<file path="config.mk">
export PLATFORM = sky130hd
export DESIGN_NAME = goomba_tile_arbiter
export DESIGN_NICKNAME = d
export VERILOG_FILES = /design/src/rtl/goomba_pkg.sv /design/src/rtl/rr_pick.sv /design/src/rtl/goomba_tile_arbiter.sv
export SDC_FILE = /design/constraint.sdc
export NUM_CORES = 1
export LEC_CHECK = 0
export ABC_AREA = 1
export CAP_MARGIN = 20
export CORE_MARGIN = 1
export CORE_UTILIZATION = 34
export CTS_CLUSTER_SIZE = 24
export DETAILED_ROUTE_END_ITERATION = 10
export GPL_TIMING_DRIVEN = 0
export PLACE_DENSITY = 0.75
export SETUP_SLACK_MARGIN = 0.15
export SYNTH_ARGS = -nofsm -noshare
export SYNTH_HDL_FRONTEND = slang
export SYNTH_SLANG_ARGS = --single-unit
</file>
<file path="constraint.sdc">
create_clock -name vga_clock -period 2.3 [get_ports vga_clock]
set_input_delay 0.46 -clock vga_clock [delete_from_list [all_inputs] [get_ports vga_clock]]
set_output_delay 0.46 -clock vga_clock [all_outputs]
set_load 0.05 [all_outputs]
</file>
<file path="src/rtl/goomba_pkg.sv">
`default_nettype none
// +-----------------------------------------------------------------+
// | goomba_pkg : shared tile codes, map geometry and arbiter types   |
// | rev 1.0                                                          |
// +-----------------------------------------------------------------+
package goomba_pkg;

  typedef logic [7:0] tile_t;
  typedef logic [3:0] row_t;
  typedef logic [4:0] col_t;

  localparam tile_t BDR = 8'd0;
  localparam tile_t SKY = 8'd1;
  localparam tile_t BLK = 8'd2;
  localparam tile_t GND = 8'd3;

  localparam int ROWS        = 12;
  localparam int COLS        = 17;
  localparam int BLOCK_WIDTH = 16;

  typedef enum logic [1:0] {
    IDLE = 2'd0,
    ADDR = 2'd1,
    DATA = 2'd2
  } arb_state_t;

endpackage
`default_nettype wire

</file>
<file path="src/rtl/rr_pick.sv">
`default_nettype none
// +-----------------------------------------------------------------+
// | rr_pick : combinational round-robin selector, search after last  |
// | rev 1.0                                                          |
// +-----------------------------------------------------------------+
module rr_pick #(
  parameter int N    = 4,
  parameter int IDXW = $clog2(N)
) (
  input  logic [N-1:0]    req,
  input  logic [IDXW-1:0] last,
  output logic [IDXW-1:0] winner,
  output logic            found
);

  logic [IDXW-1:0] cand;

  // Scan last+1 .. last+N (mod N); the first asserted request wins.
  always_comb begin
    winner = last;
    found  = 1'b0;
    cand   = '0;
    for (int off = 1; off <= N; off++) begin
      cand = IDXW'((int'(last) + off) % N);
      if (!found && req[cand]) begin
        found  = 1'b1;
        winner = cand;
      end
    end
  end

endmodule
`default_nettype wire

</file>
<file path="src/rtl/goomba_tile_arbiter.sv">
`default_nettype none
// +-----------------------------------------------------------------+
// | goomba_tile_arbiter : round-robin share of the background lookup |
// | rev 1.0                                                          |
// +-----------------------------------------------------------------+
module goomba_tile_arbiter #(
  parameter int                NUM_GOOMBAS = 4,
  parameter int                ROWS        = goomba_pkg::ROWS,
  parameter int                COLS        = goomba_pkg::COLS,
  parameter goomba_pkg::tile_t BDR         = goomba_pkg::BDR,
  parameter int                IDXW        = $clog2(NUM_GOOMBAS)
) (
  input  logic                        vga_clock,
  input  logic                        reset,
  input  logic [NUM_GOOMBAS-1:0]      req,
  input  logic [NUM_GOOMBAS-1:0][3:0] req_row,
  input  logic [NUM_GOOMBAS-1:0][4:0] req_col,
  output logic [3:0]                  tile_row,
  output logic [4:0]                  tile_col,
  input  logic [7:0]                  tile_data,
  output logic [NUM_GOOMBAS-1:0]      resp_valid,
  output logic [7:0]                  resp_tile,
  output logic                        busy,
  output logic [IDXW-1:0]             grant_idx
);

  import goomba_pkg::*;

  localparam logic [IDXW-1:0] LAST_RST = IDXW'(NUM_GOOMBAS - 1);

  arb_state_t      state;
  logic            oor;
  logic [IDXW-1:0] pick;
  logic            pick_found;

  rr_pick #(
    .N    (NUM_GOOMBAS),
    .IDXW (IDXW)
  ) u_rr_pick (
    .req    (req),
    .last   (grant_idx),
    .winner (pick),
    .found  (pick_found)
  );

  always_ff @(posedge vga_clock) begin
    if (reset) begin
      state      <= IDLE;
      tile_row   <= '0;
      tile_col   <= '0;
      oor        <= 1'b0;
      resp_valid <= '0;
      resp_tile  <= '0;
      busy       <= 1'b0;
      grant_idx  <= LAST_RST;
    end else begin
      case (state)
        IDLE: begin
          if (pick_found) begin
            grant_idx <= pick;
            tile_row  <= req_row[pick];
            tile_col  <= req_col[pick];
            oor       <= (int'(req_row[pick]) >= ROWS) || (int'(req_col[pick]) >= COLS);
            busy      <= 1'b1;
            state     <= ADDR;
          end
        end
        ADDR: begin
          // Raw indices still go to the array; only the returned byte is masked.
          resp_tile  <= oor ? BDR : tile_data;
          resp_valid <= NUM_GOOMBAS'(1) << grant_idx;
          state      <= DATA;
        end
        DATA: begin
          resp_valid <= '0;
          busy       <= 1'b0;
          state      <= IDLE;
        end
        default: begin
          resp_valid <= '0;
          busy       <= 1'b0;
          state      <= IDLE;
        end
      endcase
    end
  end

endmodule
`default_nettype wire
</file>
==> results of run 1 <==
-- worst max-delay path, delay by kind of cell, from the launching register on --
| kind | cells | cell delay [ps] |
|---|---|---|
| buffers and inverters | 2 | 1000 |
| flip-flops | 1 | 360 |
-- per-layer routing --
metal	part of all wire, %	wire length, µm	global-route usage, %	up-vias
met4	0.88	36	4.44	0
li1	-	-	-	929
met2	47	1950	26.9	48
met1	46	1910	21.1	771
met3	5.3	217	3.80	5
met5	0	0	0	-
-- layout make-up --
| type | instances | area (µm²) |
|---|---|---|
| well taps | 52 | 65.1 |
| clock buffers | 3 | 41.3 |
| fillers | 427 | 1890 |
| multi-input cells | 168 | 980 |
| inverters | 35 | 134 |
| flip-flops and latches | 27 | 548 |
| repair buffers | 75 | 751 |
| clock inverters | 1 | 5.00 |
| plain buffers | 6 | 60.1 |
-- per-stage QoR --
step                      hold WS [ps]  setup TNS (ps)
after floorplan                    495               0
after global placement             449           -80.6
after detailed placement           454            -105
after CTS                          470               0
after global routing               491               0
final                              468               0
-- Yosys cell counts --
library cell / instances
nand2_1: 58
nand3_1: 36
inv_1: 33
dfxtp_1: 27
a21oi_1: 12
nor2_1: 11
nand2_2: 8
nand3_2: 6
nand3b_1: 6
o21ai_0: 6
a22o_1: 4
a32o_1: 4
ha_1: 4
buf_4: 3
a22oi_1: 2
inv_2: 2
nand2_4: 2
nand4_1: 2
o21ai_1: 2
a21boi_1: 1
buf_6: 1
buf_8: 1
clkbuf_1: 1
nand4_2: 1
nor2_2: 1
o21a_1: 1
or2_2: 1
-- path summary, 6_finish.rpt --
path	start	endpoint	slack [ps]	cells past startpoint
worst min register to register	resp_tile[6]	resp_tile[6]	470	2
worst max-delay path	grant_idx[0]	grant_idx[0]	210	2
worst min-delay path	resp_tile[6]	resp_tile[6]	470	2
worst max register to register	grant_idx[0]	oor	280	15
-- state kept, by name (all words and copies together), names as in the netlist --
signal and count:
resp_tile 8, tile_col 5, resp_valid 4, tile_row 4, grant_idx 2, state 2
busy 1, oor 1
-- cells by family (layout without fill, tap and decap cells) --
| kind of cell | after synthesis | in the layout |
|---|---|---|
| AOI/OAI and AO/OA | 32 | 32 |
| DFF | 27 | 27 |
| buffers and inverters | 41 | 120 |
| and+or+nand+nor | 132 | 132 |
| adders and majority gates | 4 | 4 |
-- power by group through the flow --
stage / Sequential [mW] / Clock [mW] / Combinational [mW]
final: 0.667 / 0.260 / 2.50
after CTS: 0.667 / 0.270 / 2.37
after detailed placement: 0.699 / 0 / 2.32
after floorplan: 1.04 / 0 / 1.39
after global placement: 0.696 / 0 / 2.29
after global routing: 0.680 / 0.287 / 2.76
-- what timing repair did --
item | CTS | global route
setup buffers | 2 | 0
gates resized for setup | 2 | 18
pin swaps | 0 | 8
endpoints found under the setup margin | 12 | 12
==> impl_metrics.csv, run 1 <==
group,metric,value,unit
outcome,outcome,"finished with violations",
outcome,violations,"DRC",
sta,rsz0062_at_grt,"no",
placement,hpwl,3.20,mm
clock_tree,cts.path.max_buffers,2,
clock_tree,htree_levels,1,
drt,vias,1753,
placement,dp_slack,-76.5,ps
sta,period_minus_slack,2090,ps
synthesis,yosysWarnings,0,
worst_hold_path,hold_path_class,"register to register",
synthesis,synth-seq-cells,27,
sta,worstMarginPinSlew,539,ps
drt,drc,2,
final_layout,final_common_cell,"clkdlybuf4s50_1",
power,p_leak,1.18,nW
sta,setup_viol,0,
placement,port_buffers,73,
synthesis,synthCells,236,
clock_tree,root_buffer,"clkbuf_8",
synthesis,synth_compound_area_share,12.6,%
power,finalPower,3.42,mW
synthesis,yosys.area_share.adder,3.06,%
global_route,grt_pass1_wl,6.65,mm
clock_tree,clk_pin_slew,90,ps
synthesis,ys_types,27,
power,p_per_area,1320,mW/mm²
die,dieArea,0.00509,mm²
die,initial_utilization,36.5,%
sta,max_freq,478,MHz
power,ir_worst_vdd,0.587,mV
placement,placed_cells,361,
drt,drt-pass1-iter-count,7,
synthesis,syn_area_per_cell,6.92,µm²
clock_tree,cts_hold_buf,0,
final_layout,antenna_cells,0,
power,p_int,1.67,mW
sta,fin_worst_skew,2.30,ps
power,power_frac_seq,19.5,%
global_route,antenna_found_initial,0,
global_route,track_usage,16.2,%
drt,ant_nets,0,
drt,via_per_inst,4.78,
synthesis,synth_top_family_by_area,"simple AND/OR/NAND/NOR gates",
setup_path,startpoint_type,"register",
clock_tree,numCtsBuffers,3,
setup_path,setup.worst_path.end_class,"primary output",
placement,place_area,0.00245,mm²
final_layout,final_cells,367,
synthesis,synth-xor-area-share,0,%
run,maxCapViolCount,0,
die,die_h,71.3,µm
setup_path,worst-setup-path-type,"register to primary output",
die,die_x,71.3,µm
synthesis,synthTopCellsByArea,"dfxtp_1, nand2_1, nand3_1",
power,clock_power_share,7.6,%
final_layout,drive_gt1_share,13.7,%
setup_path,critical-path-max-stage-delay,820,ps
clock_tree,worstSkewPairLatency,270,ps
power,p_sw,1.75,mW
sta,maxSlewViolCount,0,
synthesis,yosysTopAreaCellShare,33.1,%
drt,wire_per_inst,11.2,µm
synthesis,yosysSeqAreaShare,33.1,%
global_route,grt_max_degree,16,
drt,wl,4.11,mm
synthesis,syn_area,0.00163,mm²
setup_path,slowest_stage,"clkdlybuf4s50_1",
synthesis,synth_nets,290,
power,pwr-share-comb,72.9,%
drt,drt_iter0_markers,100,
die,coreArea,0.00447,mm²
synthesis,synthSimpleGateAreaFrac,40.0,%
final_layout,synthToLayoutAreaGrowth,58.1,%
setup_path,cp.arrival,1630,ps
setup_path,crit_required,1840,ps
power,p_sw_share,51.2,%
final_layout,mostFrequentLayoutCells,"clkdlybuf4s50_1, nand2_1, nand3_1",
clock_tree,clock_sinks,27,
synthesis,synth_top_cell_by_area,"dfxtp_1",
clock_tree,cts_tree,"yes",
final_layout,layout.nets,370,
setup_path,cp_max_fo,9,
final_layout,final_util,57.7,%
sta,setup_slack,206,ps
final_layout,stdcell_area,0.00258,mm²
sta,max_slew_margin,63.9,%
setup_path,path_cells,"buf_4 -> clkdlybuf4s50_1",
placement,gp_congestion,0.843,
synthesis,synth_mux_area_share,0,%
sta,hold_viol_final,0,
global_route,grt-ovfl-total,0,
sta,fin_crit_sh,91.0,%
die,rows,24,
die,pin_count,74,
global_route,grt_pass1_vias,1551,
No activity file was read; power rests on OpenSTA's default activity.
==> run 2, diff against run 1 <==
- TNS_END_PERCENT: default -> 30
==> results of run 2 <==
The final DEF is identical to that of run 1; final timing and power are the same.
==> patch 1 (config.mk and constraints of run 2) <==
The 3 states of `arb_state_t` get a one-hot encoding in 3 bits.
--- a/src/rtl/goomba_pkg.sv
+++ b/src/rtl/goomba_pkg.sv
@@ -18,10 +18,10 @@
   localparam int COLS        = 17;
   localparam int BLOCK_WIDTH = 16;
 
-  typedef enum logic [1:0] {
-    IDLE = 2'd0,
-    ADDR = 2'd1,
-    DATA = 2'd2
+  typedef enum logic [2:0] {
+    IDLE = 3'b001,
+    ADDR = 3'b010,
+    DATA = 3'b100
   } arb_state_t;
 
 endpackage
Formal check against the unedited RTL: same outputs for any inputs over 10 cycles, from zero or initial values and one cycle with reset high; not proved beyond that.
==> patch 1 against run 2 <==
  * Sequential cell count rose by 1
  * Combinational power rose by 59%
  * Routed wire length increased by 17%
  * Maximum frequency fell by 2.1%
  * Design area rose by 14%
  * Power is 45% higher
  * Sequential share of layout area down 2.0 points
  * Setup slack got worse by 0.044 ns
  * Non-clock buffer count grew 22
  * Synthesized area rose by 9.7%
  * Clock power rose by 16%
  * Critical path type is now reg2reg
  * Critical endpoint is now oor
  * Largest cell class unchanged
  * Highest routed layer unchanged
==> patch 1: results (changes against run 2) <==
[route]
wl_met2_um = 2442  ; +25%
via_per_inst = 4.657  ; -2.5%
wl_met1_um = 2108  ; +10%
num_vias = 1900  ; +8.4%
drtIter0Drc = 95  ; -5.0%
dr.pass1.iters = 4  ; -3
dr_wl_met3_um = 221  ; +1.8%

[synth]
syn_nets = 294  ; +1.4%
synthTopCellsByCount = 49 x nand2_1, 28 x dfxtp_1, 23 x nand3_1
synth.avg_cell_area_sq_um = 7.471  ; +7.9%
yosysUniqueCellTypes = 33  ; +22%
synth-compound-area-share = 0.1493  ; +0.02376
yosys.area_share.adder = 0.02791  ; -0.002714
synth-seq-area-share = 0.3126  ; -0.01815
synth_area_leaders = dfxtp_1 31%, nand2_1 10%, nand3_1 6.4%

[placed_design]
place_ws_ns = -0.1759  ; -0.09940 ns
io_buffers = 72  ; -1.4%
dp_cells = 382  ; +5.8%
dp_hpwl_um = 3440  ; +7.6%
gp_congestion = 0.7967  ; -5.5%

[sta]
fmax_mhz = 467.8  ; -2.1%
whs_ns = 0.4684  ; +0.0003920 ns
finClkSkew_ns = 0.005083  ; +0.002781 ns

[worst_setup_path]
r2r_slack_ns = 0.16  ; -0.12 ns
crit_arrival_ns = 2.31  ; +0.68 ns
path_delay_family = simple AND/OR/NAND/NOR gates
critical_path_class = reg2reg
cpPeakStageDelay_ns = 0.36  ; -0.46 ns
reg2reg_depth = 18  ; +3
crit_slowest_cell = dfxtp_4

[layout]
layout-drive-gt1-share = 0.2604  ; +0.1238
num-nets-final = 393  ; +6.2%

[clock_tree]
post_cts_buffers = 17  ; +15
clockBufferDepth = 2  ; unchanged
post_cts_resized = 7  ; +5

[worst_hold_path]
min-delay-start = resp_tile[6]
whs_path_depth = 2  ; unchanged

[power]
vdd_drop_max_mv = 0.7847  ; +34%
p_leak_nw = 1.296  ; +10%

[global_routing]
grt_pass1_vias = 1617  ; +4.3%
grt_use_met2 = 0.2793  ; +0.01050
grt_use_met3 = 0.01874  ; -0.01923
grt_pass1_wl_um = 6975  ; +4.9%
grt_usage = 0.1586  ; -0.003353
groute.layer.met1.usage = 0.2018  ; -0.008997

[run_status]
status = finished, final reports clean

## patch 1: report_power, final
part	internal, mW	leakage, nW	switching (mW)
Sequential	0.622	0.230	0.0665
Combinational	1.73	1.04	2.25
Clock	0.153	0.0288	0.148
## patch 1: final cells by class
type | count | area, sq um
plain buffers | 9 | 76.32
clock buffers | 4 | 55.05
fillers | 486 | 2150
inverters | 29 | 130.1
multi-input cells | 174 | 1117
flip-flops and latches | 28 | 568.0
well taps | 70 | 87.58
repair buffers | 94 | 923.4
## patch 1: worst register-to-register path, stage by stage, from the launching register on
cell and delay (ns):
dfxtp_4 0.36, buf_8 0.11, inv_8 0.03, ha_4 0.30, inv_4 0.06, nand3_4 0.07, nand2_4 0.07, clkinv_4 0.08
nand3_4 0.09, buf_4 0.15, nand3_2 0.08, nand2_4 0.08, buf_6 0.14, nand3_1 0.06, nand2_1 0.08, nor2_1 0.11
nand2_1 0.07, nand2_2 0.07, a21oi_2 0.05
==> patch 2 (config.mk and constraints of run 2) <==
Made on the original files. Change the parameter `NUM_GOOMBAS` from 4 to 8.
--- a/src/rtl/goomba_tile_arbiter.sv
+++ b/src/rtl/goomba_tile_arbiter.sv
@@ -4,7 +4,7 @@
 // | rev 1.0                                                          |
 // +-----------------------------------------------------------------+
 module goomba_tile_arbiter #(
-  parameter int                NUM_GOOMBAS = 4,
+  parameter int                NUM_GOOMBAS = 8,
   parameter int                ROWS        = goomba_pkg::ROWS,
   parameter int                COLS        = goomba_pkg::COLS,
   parameter goomba_pkg::tile_t BDR         = goomba_pkg::BDR,
Interface: changed (5 resized); port bits go from 74 to 119. No check against the original RTL was run, so the function may have changed too.
==> patch 2 against run 2 <==
  * The run ends with setup timing left
  * Via count is 97% higher
  * Design area up 77%
  * Routed wire length grew 110%
  * Sequential share of layout area decreased by 7.0 points
  * Setup slack worse by 0.69 ns
  * Sequential cell count up 5
  * Synthesized area grew 66%
  * Critical path type is now reg2reg
  * Critical endpoint is now oor
  * Utilization up 1.6 points
Power is not shown: default switching activity piles up to over one toggle a cycle in this logic, so the estimate is an artifact.
==> patch 2: results (changes against run 2) <==
[run_status]
violations = setup timing
status = complete, but fails checks

[worst_setup_path]
crit_end = oor
reg2reg_depth = 24  ; +9

[synth]
syn_nets = 553  ; +91%
synth_area_leaders = nand2_1 27%, dfxtp_1 24%, nand3_1 17%
synth-seq-area-share = 0.2368  ; -0.09396
synthTopCellsByCount = 193 x nand2_1, 93 x nand3_1, 32 x dfxtp_1
synth.avg_cell_area_sq_um = 5.945  ; -14%
yosysUniqueCellTypes = 37  ; +37%

[layout]
layout-drive-gt1-share = 0.1613  ; +0.02484
reg.largest.list = resp_tile x8, resp_valid x8, tile_col x5
num-nets-final = 692  ; +87%

[placed_design]
dp_hpwl_um = 6704  ; +110%
place_ws_ns = -0.7704  ; -0.6939 ns
io_buffers = 117  ; +60%

[clock_tree]
post_cts_buffers = 12  ; +10
clkTransAtPathRegs_ns = 0.07  ; -0.02 ns
cts_buffers = 5  ; +2
post_cts_resized = 36  ; +34

[sta]
relSlewSlack = 0.6157  ; -0.02337
setup_violations = 15  ; +15
finClkSkew_ns = 0.006433  ; +0.004132 ns
whs_ns = 0.4515  ; -0.01647 ns
fin_setup_tns_ns = -5.157  ; -5.157 ns
finalWorstSetupSlack_ns = -0.4871  ; -0.6935 ns

[global_routing]
grt_max_degree = 12  ; -4
grt_pass1_wl_um = 14350  ; +120%
grt_usage = 0.2099  ; +0.04792

[route]
dr.pass1.iters = 4  ; -3
num_vias = 3459  ; +97%
wl_per_cell_um = 12.55  ; +12%
via_per_inst = 4.963  ; +3.9%
drtIter0Drc = 139  ; +39%

[worst_hold_path]
hold_end = busy
min-delay-start = busy

-- patch 2: routing by layer --
metal / vias up / part of all wire / GRT usage
met5: - / 0 / 0
met4: 0 / 0.018 / 0.06217
met3: 14 / 0.064 / 0.05109
met2: 122 / 0.49 / 0.3718
met1: 1553 / 0.43 / 0.2492
li1: 1770 / - / -
-- patch 2: kinds of logic after synthesis --
kind of cell | synth area share
AOI/OAI and AO/OA | 0.08372
xor gates and xnor gates | 0.01018
adders and majority gates | 0.03700
buffers and inverters | 0.07909
DFF | 0.2368
and+or+nand+nor | 0.5532
-- patch 2: area by class of cell --
| type | instances | area, sq um |
|---|---|---|
| flip-flops and latches | 32 | 651.9 |
| multi-input cells | 380 | 2093 |
| inverters | 24 | 110.1 |
| repair buffers | 131 | 1308 |
| plain buffers | 20 | 186.4 |
| well taps | 102 | 127.6 |
| clock buffers | 6 | 72.57 |
| fillers | 712 | 3143 |
| clock inverters | 2 | 35.03 |
